**config.mk**
```make
export PLATFORM = sky130hd
export DESIGN_NAME = serial_parity_rx
export DESIGN_NICKNAME = d
export VERILOG_FILES = /design/src/rtl/serial_parity_pkg.sv /design/src/rtl/parity_calc.sv /design/src/rtl/serial_parity_rx.sv
export SDC_FILE = /design/constraint.sdc
export NUM_CORES = 1
export LEC_CHECK = 0
export BUFFER_PORTS_ARGS = -buffer_cell sky130_fd_sc_hd__buf_2
export CAP_MARGIN = 20
export CORE_MARGIN = 2
export CORE_UTILIZATION = 55
export CTS_CLUSTER_SIZE = 14
export DETAILED_ROUTE_END_ITERATION = 8
export GPL_TIMING_DRIVEN = 0
export PLACE_DENSITY = 0.86
export SYNTH_ARGS = -nofsm -noshare
export SYNTH_HDL_FRONTEND = slang
export SYNTH_SLANG_ARGS = --single-unit
```
**constraint.sdc**
```tcl
create_clock -name clk -period 1.9 [get_ports clk]
set_clock_uncertainty 0.05 [all_clocks]
set_input_delay 0.095 -clock clk [delete_from_list [all_inputs] [get_ports clk]]
set_output_delay 0.095 -clock clk [all_outputs]
set_load 0.01 [all_outputs]
```
**src/rtl/serial_parity_pkg.sv**
```systemverilog
// Shared definitions for the serial parity receiver: FSM encoding and default frame width.
package serial_parity_pkg;

    localparam int DEFAULT_DATA_W = 8;

    typedef enum logic [1:0] {
        IDLE   = 2'd0,
        DATA   = 2'd1,
        PARITY = 2'd2,
        STOP   = 2'd3
    } state_e;

endpackage

```
**src/rtl/parity_calc.sv**
```systemverilog
// Combinational parity of a data word; odd_sel=1 gives the bit that makes the total count odd.
module parity_calc #(
    parameter int W = 8
) (
    input  logic [W-1:0] data,
    input  logic         odd_sel,
    output logic         p
);

    // XOR reduction, optionally inverted through an XOR gate to form the XNOR (odd) case
    assign p = (^data) ^ odd_sel;

endmodule

```
**src/rtl/serial_parity_rx.sv**
```systemverilog
// Serial frame receiver: start bit, DATA_W data bits LSB first, parity bit, stop bit.
module serial_parity_rx
    import serial_parity_pkg::*;
#(
    parameter int DATA_W     = DEFAULT_DATA_W,
    parameter bit PARITY_ODD = 1'b1
) (
    input  logic              clk,
    input  logic              rst_n,
    input  logic              bit_valid,
    input  logic              bit_in,
    output logic [DATA_W-1:0] rx_data,
    output logic              rx_valid,
    output logic              parity_err,
    output logic              frame_err,
    output logic              busy
);

    localparam int CNT_W = $clog2(DATA_W);
    localparam logic [CNT_W-1:0] LAST_BIT = CNT_W'(DATA_W - 1);

    state_e            state_q, state_d;
    logic [CNT_W-1:0]  cnt_q, cnt_d;
    logic [DATA_W-1:0] shift_q, shift_d;
    logic              par_q, par_d;
    logic [DATA_W-1:0] rx_data_q, rx_data_d;
    logic              rx_valid_q, rx_valid_d;
    logic              parity_err_q, parity_err_d;
    logic              frame_err_q, frame_err_d;
    logic              busy_q, busy_d;
    logic              exp_par;

    parity_calc #(.W(DATA_W)) u_parity_calc (
        .data    (shift_q),
        .odd_sel (PARITY_ODD),
        .p       (exp_par)
    );

    always_comb begin
        state_d      = state_q;
        cnt_d        = cnt_q;
        shift_d      = shift_q;
        par_d        = par_q;
        rx_data_d    = rx_data_q;
        rx_valid_d   = 1'b0;
        parity_err_d = 1'b0;
        frame_err_d  = 1'b0;
        if (bit_valid) begin
            case (state_q)
                IDLE: begin
                    if (!bit_in) begin
                        state_d = DATA;
                        cnt_d   = '0;
                    end
                end
                DATA: begin
                    shift_d[cnt_q] = bit_in;
                    // counter parks on the last index instead of wrapping
                    if (cnt_q == LAST_BIT) state_d = PARITY;
                    else                   cnt_d   = cnt_q + CNT_W'(1);
                end
                PARITY: begin
                    par_d   = bit_in;
                    state_d = STOP;
                end
                STOP: begin
                    state_d = IDLE;
                    if (bit_in) begin
                        rx_data_d    = shift_q;
                        rx_valid_d   = 1'b1;
                        parity_err_d = (par_q != exp_par);
                    end else begin
                        frame_err_d  = 1'b1;
                    end
                end
                default: state_d = IDLE;
            endcase
        end
        // busy is registered from the next state so it tracks state_q exactly
        busy_d = (state_d != IDLE);
    end

    always_ff @(posedge clk or negedge rst_n) begin
        if (!rst_n) begin
            state_q      <= IDLE;
            cnt_q        <= '0;
            shift_q      <= '0;
            par_q        <= 1'b0;
            rx_data_q    <= '0;
            rx_valid_q   <= 1'b0;
            parity_err_q <= 1'b0;
            frame_err_q  <= 1'b0;
            busy_q       <= 1'b0;
        end else begin
            state_q      <= state_d;
            cnt_q        <= cnt_d;
            shift_q      <= shift_d;
            par_q        <= par_d;
            rx_data_q    <= rx_data_d;
            rx_valid_q   <= rx_valid_d;
            parity_err_q <= parity_err_d;
            frame_err_q  <= frame_err_d;
            busy_q       <= busy_d;
        end
    end

    assign rx_data    = rx_data_q;
    assign rx_valid   = rx_valid_q;
    assign parity_err = parity_err_q;
    assign frame_err  = frame_err_q;
    assign busy       = busy_q;

endmodule

```
* Word-level counts from Yosys, hierarchy flattened
Index checks and enable logic that the tools add are counted.
W data, S select, Z words.
** Cells by class
- $add $sub $neg :: 1
- $lt $le $gt $ge :: 2
- Equal/unequal tests :: 7
- Mux-type cells :: 19
- Bitwise operators :: 1
- Reduce and logical (&&, ||, !) cells :: 9
** Operators with widths (number)
- $mux W1 :: 10
- $bwmux W8 :: 1
- $pmux W2 S4 :: 1
- $reduce_xor A8 Y1 :: 1
- $mux W2 :: 3
- $mux W3 :: 2
- $pmux W3 S2 :: 1
- $eq A2 B2 Y1 const B :: 2
- $lt A3 B4 Y1 const B :: 1
- $ne A2 B2 Y1 const B :: 2
- $reduce_and A2 Y1 :: 2
- $reduce_and A4 Y1 :: 1
- $reduce_bool A2 Y1 :: 2
- $add A3 B1 Y3 const B :: 1
- $demux W1 S3 :: 1
- $eq A3 B3 Y1 const B :: 1
- $ge A3 B1 Y1 const B :: 1
- $reduce_and A3 Y1 :: 1
- $eq A2 B1 Y1 const B :: 1
- $logic_not A2 Y1 :: 1
- $logic_and A1 B1 Y1 :: 1
- $ne A1 B1 Y1 :: 1
- $not A1 Y1 :: 1
** Word-level totals
- Register bits after elaboration :: 26
- Bits of input ports :: 4
- Logic and storage cells :: 48

* Longest topological paths before layout
Gate-level depths: netlist (run 1).
- Word-level depth :: 6
- Mapped depth :: 6
- Mapped depth without buffers :: 5

* Cells and area by module
A second synthesis (run 1) with hierarchy kept.
** Unflattened totals
- Cell total of the unflattened synthesis :: 96
- Area, all modules :: 1260.0 um^2
** Modules (own cells, without submodules)
- serial_parity_rx :: times used 1, cells an instance 89, area an instance 1177.4 um^2
- parity_calc :: times used 1, cells an instance 7, area an instance 82.6 um^2

* Worst setup path after synthesis (run 1)
No wires, ideal clock.
- Path type :: reg2reg
- From :: reg cnt_q[0]
- To :: reg cnt_q[0]
- Library setup time :: 0.125 ns
- Arrival :: 1.286 ns
- Required time :: 1.725 ns
- Slack :: 0.440 ns
- Stages on the path, launching flop included :: 6
- Period minus slack after synthesis :: 1.460 ns
- Cell sequence :: dfrtp_1 ha_1 ha_1 mux2i_1 nand3b_1 mux2_2
** On the way
- Word-level cells in the longest chain between the ends :: 3
** RTL lines
- start: declaration :: RTL line serial_parity_rx.sv:23 : logic [CNT_W-1:0] cnt_q, cnt_d;
- start signal: assignment :: RTL line serial_parity_rx.sv:96 : cnt_q <= cnt_d;
- $add A3 B1 Y3 / $eq A3 B3 Y1 (equally long branches) :: RTL line serial_parity_rx.sv:60, serial_parity_rx.sv:59
- $mux W3 / $ne A2 B2 Y1 (equally long branches)
- $pmux W3 S2 / $reduce_and A4 Y1 (equally long branches)
Parallel ways exist; a longest one is shown, timed or not. The select of a mux whose other input is x is not followed.
A chain may end at the register's enable or synchronous reset.

* Worst setup path in the final report (run 1)
Same ends and word-level chain as after synthesis.

==> run metrics, run 1 <==
# rows 16; Worst EP required 2.06 ns; Pleak 0.705 nW; Post-CTS Setup Inserts 0; Critical Path End Type register; dominant cell type by area after synthesis dfrtp_1; Clock Tree Buf Depth 2; Root Driver clkbuf_4; area delta synth->final 12.9%; Worst-Margin Slew 0.561 ns; average size of a mapped cell 11.2 um^2; routed vias 803; fin nets 134; post-route minimum period 1.58 ns; flops & latches, synth 26; Net Count, Synth 113; max-cap violations 0; Worst VDD drop 0.000938 V; first-pass GRT wire length 3.47 mm; CTS tree built; fill count 132; period utilisation layout 82.9%; Pre-antenna DRT Iters 4; gr usage total 18.0%; detailed placement HPWL 1.41 mm; XOR/XNOR share of the synthesized area 5.93%; mapped cell area 1200 um^2; Clk Latency, worst-skew pair 0.31 ns; outcome finished clean; core area 2020 um^2; CTS Buf Count 3; layout cells sized above 1 23.6%; Data arrival, critical path 1.74 ns; initial antenna violation count 0; register area 651 um^2; fmax 635 MHz; remaining global-route overflow 0; Yosys cell types 27; effective utilization at floorplan 59.5%; CTS Sinks 26; startpoint types register; most common cell after layout, fill and taps aside nand2_1; RSZ-0062 raised after global routing no; WL/cell 12.4 um; Post-Route Utilization 67.2%; Inserted Diodes 0; gp weighted congestion 0.812; die width 50.8 um; WL final 1.91 mm; power density cells 1530 nW/um^2; top cells by area, synth dfrtp_1, nand2_1, mux2_1; largest family of logic cells by synthesized area simple AND/OR/NAND/NOR gates; largest net degree at the start of global routing 27; Syn Inst Count 107; clock transition at the registers of the reported paths 0.13 ns; total placed cells including tap cells 149; die area 2580 um^2; kind of critical path register to register; adder-cell area share of the yosys netlist 2.08%; port buffer count 15; total negative setup slack 0 ns; simple-gate portion of the synthesized area 20.6%; Hold-fix buffers, CTS 1; post-synthesis sequential area ratio 54.1%; Die Y 50.8 um; Final Hold Viols 0; max-slew violation count 0; count of cells resized by post-cts repair 0; HP Class primary input to register; post-route insts no fill 154; vias in the first global route 836; Worst slew margin 62.6%; mux contribution to synthesized area 11.0%; area of the multi-input gates 513 um^2; H-tree level count 1; compound-cell area share of the yosys netlist 3.01%; post-route ant nets 0; # DRC 0; post-synth top area share 54.1%; commonest cells after routing, fill and taps aside nand2_1, dfrtp_1, buf_2; via/cell ratio 5.21; # setup viols final 0; Ports 16; Worst Path Max Fanout 4; Warnings, synthesis 0; DR iter-0 viols 7
worst paths after layout:
kind	start	to	slack, ns	depth (start not counted)
min in group asynchronous	rst_n	rx_data[6]	0.25	2
worst min register to register	rx_data[3]	rx_data[3]	0.43	2
max in group asynchronous	rst_n	cnt_q[2]	1.18	2
worst max-delay path	cnt_q[0]	cnt_q[0]	0.32	5
worst max register to register	cnt_q[0]	cnt_q[0]	0.32	5
worst min-delay path	bit_valid	state_q[0]	0.11	3
cell type report:
class / instances / area share [%]
inverter: 1 / 0.276
timing repair buffer: 16 / 6.26
sequential: 26 / 47.9
clock buffer: 4 / 2.67
tap: 27 / 2.49
buffer: 6 / 2.67
multi-input combinational: 74 / 37.8
cells in the mapped netlist:
library cell	count
xnor2_1	2
o221ai_1	1
a21oi_1	1
nand2b_1	3
and4bb_2	1
mux2_1	5
nand4b_1	1
nand3_1	1
buf_2	2
mux2_2	5
dfrtp_1	26
inv_1	1
nand2_1	29
a22o_1	2
nor3b_1	3
nand4_2	1
buf_6	1
xnor3_1	2
o21ai_0	1
mux2i_1	2
nand3b_1	4
nor3_1	2
xor2_1	1
nor2_1	5
buf_4	1
ha_1	2
clkbuf_1	2
per-layer routing:
metal	up-vias	routed length (um)	share of wire, %	global-route usage (%)
met5	-	0	0	0
met4	0	12	0.63	5.86
met3	2	50	2.6	2.68
met2	11	964	50	32.5
met1	387	885	46	21.9
li1	403	-	-	-
critical path: stages (launching register included):
cell and delay (ns):
dfrtp_1 0.44, ha_1 0.21, ha_1 0.21, mux2i_1 0.14, nand3b_1 0.14, mux2_2 0.29
metrics by stage:
| step | setup WS (ns) | area, um^2 | total power, W | hold slack, ns |
|---|---|---|---|---|
| 2_1_floorplan | 0.440 | 1200 | 0.00160 | -0.251 |
| 3_3_place_gp | 0.366 | 1310 | 0.00178 | 0.0604 |
| 3_5_place_dp | 0.349 | 1310 | 0.00183 | 0.0662 |
| 4_1_cts | 0.323 | 1360 | 0.00211 | 0.102 |
| 5_1_grt | 0.205 | 1360 | 0.00225 | 0.120 |
| 6_report | 0.325 | 1360 | 0.00208 | 0.115 |
flip-flops by register name (all words and copies together), names as in the netlist:
register and count:
busy 1, cnt_q 3, rx_data 8, rx_valid 1, parity_err 1, par_q 1
frame_err 1, state_q 2, shift_q 8
kinds of logic after synthesis:
family	after synthesis
XOR/XNOR	5
flip-flops	26
AND/OR/NAND/NOR	50
multiplexers	12
adder cells (fa/ha/maj)	2
AO/OA/AOI/OAI	5
buffers and inverters	7
power by group:
group	switching (W)	internal (W)
Clock	0.000153	0.000117
Combinational	0.000401	0.000504
Sequential	0.000140	0.000768
No activity file was read; power rests on OpenSTA's default activity.
==> inputs of run 2 (changes only) <==
--- a/config.mk
+++ b/config.mk
@@ -5,14 +5,15 @@
 export SDC_FILE = /design/constraint.sdc
 export NUM_CORES = 1
 export LEC_CHECK = 0
+export ABC_AREA = 1
 export BUFFER_PORTS_ARGS = -buffer_cell sky130_fd_sc_hd__buf_2
 export CAP_MARGIN = 20
 export CORE_MARGIN = 2
-export CORE_UTILIZATION = 55
+export CORE_UTILIZATION = 50
 export CTS_CLUSTER_SIZE = 14
 export DETAILED_ROUTE_END_ITERATION = 8
 export GPL_TIMING_DRIVEN = 0
-export PLACE_DENSITY = 0.86
+export PLACE_DENSITY = 0.82
 export SYNTH_ARGS = -nofsm -noshare
 export SYNTH_HDL_FRONTEND = slang
 export SYNTH_SLANG_ARGS = --single-unit
==> constraint.sdc (replaced) <==
create_clock -name clk -period 1.3 [get_ports clk]
set_clock_uncertainty 0.05 [all_clocks]
set_input_delay 0.065 -clock clk [delete_from_list [all_inputs] [get_ports clk]]
set_output_delay 0.065 -clock clk [all_outputs]
set_load 0.01 [all_outputs]
==> run 2 against run 1 <==
Compared with the run above:
- the flow now finishes with violations (setup timing)
- via count up 47%
- synthesized cell count up 37%
- die area up 12%
- register-to-register slack worse by 0.41 ns
- combinational power up 140%
- clock power up 51%
- worst setup slack worse by 0.41 ns
==> run metrics, run 2 <==
core area 2410 um^2 (+19%); fmax 720 MHz (+13%); max-slew violation count 0 (unchanged); CP max-delay cell dfrtp_1; CP top delay family flip-flops; Syn Inst Count 147 (+37%); CTS tree built; largest family of logic cells by synthesized area simple AND/OR/NAND/NOR gates; Worst Path Max Fanout 4 (unchanged); post-route ant nets 0 (unchanged); kind of critical path register to register; # setup viols final 8 (+8); total negative setup slack -0.338 ns (-0.338 ns); WL final 3.08 mm (+61%); layout cells sized above 1 42.0% (+18 points); flops & latches, synth 26 (unchanged); Worst VDD drop 0.00118 V (+25%); gr usage total 20.4% (+2.5 points); fin nets 195 (+46%); # rows 18 (+2); RSZ-0062 raised after global routing yes; CTS Buf Count 3 (unchanged); post-synthesis sequential area ratio 52.6% (-1.4 points); period utilisation layout 107% (+24 points); WP buf/inv 0 (unchanged); fraction of registers with async set/reset 100% (unchanged); WL/cell 14.1 um (+14%); total placed cells including tap cells 192 (+29%); XOR/XNOR share of the synthesized area 0% (-5.9 points); H-tree level count 1 (unchanged); vias in the first global route 1061 (+27%); port buffer count 15 (unchanged); Critical Path, Cell by Cell ha_2 > ha_4 > nor2_4 > o21ai_1 > or2_1; Worst EP required 1.47 ns (-0.59 ns); initial antenna violation count 0 (unchanged); max-cap violations 0 (unchanged); Post-synth EDFFs 0 (unchanged); via/cell ratio 5.40 (+3.6%); post-route minimum period 1.39 ns (-0.186 ns); mux contribution to synthesized area 0% (-11 points); Ports 16 (unchanged); routed vias 1178 (+47%); HP Class primary input to asynchronous set/reset pin; area delta synth->final 38.4%; Clk Latency, worst-skew pair 0.32 ns (about the same); critical path's largest stage delay 0.44 ns (about the same); synth cell count leaders nand2_1, dfrtp_1, a21oi_1; Die Y 53.7 um (+5.8%); Worst-Margin Slew 0.586 ns (+0.0246 ns); Net Count, Synth 153 (+35%); Clock Tree Buf Depth 2 (unchanged); die area 2890 um^2 (+12%); post-route insts no fill 218 (+42%); outcome finished with violations; Final Hold Viols 0 (unchanged); first-pass GRT wire length 4.26 mm (+23%); Root Driver clkbuf_4; Yosys cell types 17 (-37%); Pre-antenna DRT Iters 4 (unchanged); die width 53.7 um (+5.8%); Setup WS pre-CTS -0.142 ns (-0.491 ns); adder-cell area share of the yosys netlist 2.02% (-0.055 points); CTS Sinks 26 (unchanged); Critical Path End Type register; simple-gate portion of the synthesized area 24.4% (+3.8 points); Data arrival, critical path 1.56 ns (-0.18 ns); compound-cell area share of the yosys netlist 15.2% (+12 points); most common cell in the netlist nand2_1; gp weighted congestion 0.745 (-8.3%); DR iter-0 viols 18 (+11); Inserted Diodes 0 (unchanged); remaining global-route overflow 0 (unchanged); top cells by area, synth dfrtp_1, nand2_1, a21oi_1; # DRC 0 (unchanged); largest net degree at the start of global routing 27 (unchanged); effective utilization at floorplan 51.3% (-8.2 points); average size of a mapped cell 8.41 um^2 (-25%); Worst slew margin 60.9% (-1.6 points); most common cell after layout, fill and taps aside nand2_1; Worst Setup Slack, final -0.0894 ns (-0.414 ns); mapped cell area 1240 um^2 (+2.7%); Pleak 0.852 nW (+21%); failing checks setup timing; power density cells 2340 nW/um^2 (+53%); commonest cells after routing, fill and taps aside nand2_1, dfrtp_1, buf_2; Post-Route Utilization 71.0% (+3.8 points); clock transition at the registers of the reported paths 0.14 ns (about the same); post-synth top area share 52.6% (-1.4 points); ys flop type dfrtp_1; detailed placement HPWL 1.75 mm (+25%); startpoint types register; Warnings, synthesis 0 (unchanged); dominant cell type by area after synthesis dfrtp_1
[run 2: cell count changes after synthesis, moves of 5 or more]
cell	change
a21oi_1	+17
inv_1	+14
nor2_1	+11
nand2_1	+9
a31oi_1	+8
o21ai_0	+7
mux2_1	-5
mux2_2	-5
[run 2: area by class of cell]
class                   instances  area, um^2
clock buffers                   4        36.3
fillers                       157         699
repair buffers                 37         264
well taps                      30        37.5
inverters                      16        60.1
multi-input cells             104         649
plain buffers                   1        11.3
flip-flops and latches         26         652
[run 2: path summary, 6_finish.rpt]
| kind | start | end | slack (ns) | cells past startpoint |
|---|---|---|---|---|
| setup / recovery | cnt_q[1] | busy | -0.09 | 5 |
| hold / removal | rst_n | rx_data[0] | 0.20 | 2 |
| setup reg to reg | cnt_q[1] | busy | -0.09 | 5 |
| hold reg to reg | rx_data[1] | rx_data[1] | 0.49 | 2 |
| max in group asynchronous | rst_n | state_q[1] | 0.58 | 2 |
| min in group clk | bit_in | frame_err | 0.44 | 3 |
[run 2: worst register-to-register path: stages (launching register included)]
cell and delay (ns):
dfrtp_1 0.44, ha_2 0.20, ha_4 0.16, nor2_4 0.11, o21ai_1 0.10, or2_1 0.23
[run 2: timing repair]
item,in CTS,in global routing
setup endpoints to repair,21,21
setup buffers,7,11
endpoints found under the hold margin,28,0
pin swaps,8,11
gates resized for setup,9,33
hold buffers,3,0
cloned,0,1
[run 2: logic make-up after synthesis]
logic type	count (synthesis)
simple gates	67
compound gates	35
flops	26
buf+inv	17
fa+ha+maj	2
[run 2: per-stage QoR]
stage	hold WS (ns)	instance area (um^2)	power, W
2_1_floorplan	-0.281	1250	0.00247
3_3_place_gp	0.0305	1370	0.00276
3_5_place_dp	0.0369	1370	0.00288
4_1_cts	0.217	1510	0.00343
5_1_grt	0.235	1710	0.00432
6_report	0.205	1710	0.00401
[run 2: per-layer routing]
metal	global-route usage (%)	vias to the layer above	part of all wire (%)
met4	12.4	0	2.8
met5	0	-	0
met2	36.8	38	56
li1	-	564	-
met1	22.2	563	38
met3	3.33	13	3.8
[run 2: power by group]
group / total (W) / switching [W] / internal, W
logic: 0.00215 / 0.00125 / 0.000902
clock network: 0.000409 / 0.000237 / 0.000171
registers: 0.00145 / 0.000310 / 0.00114
total: 0.00401 / 0.00180 / 0.00221
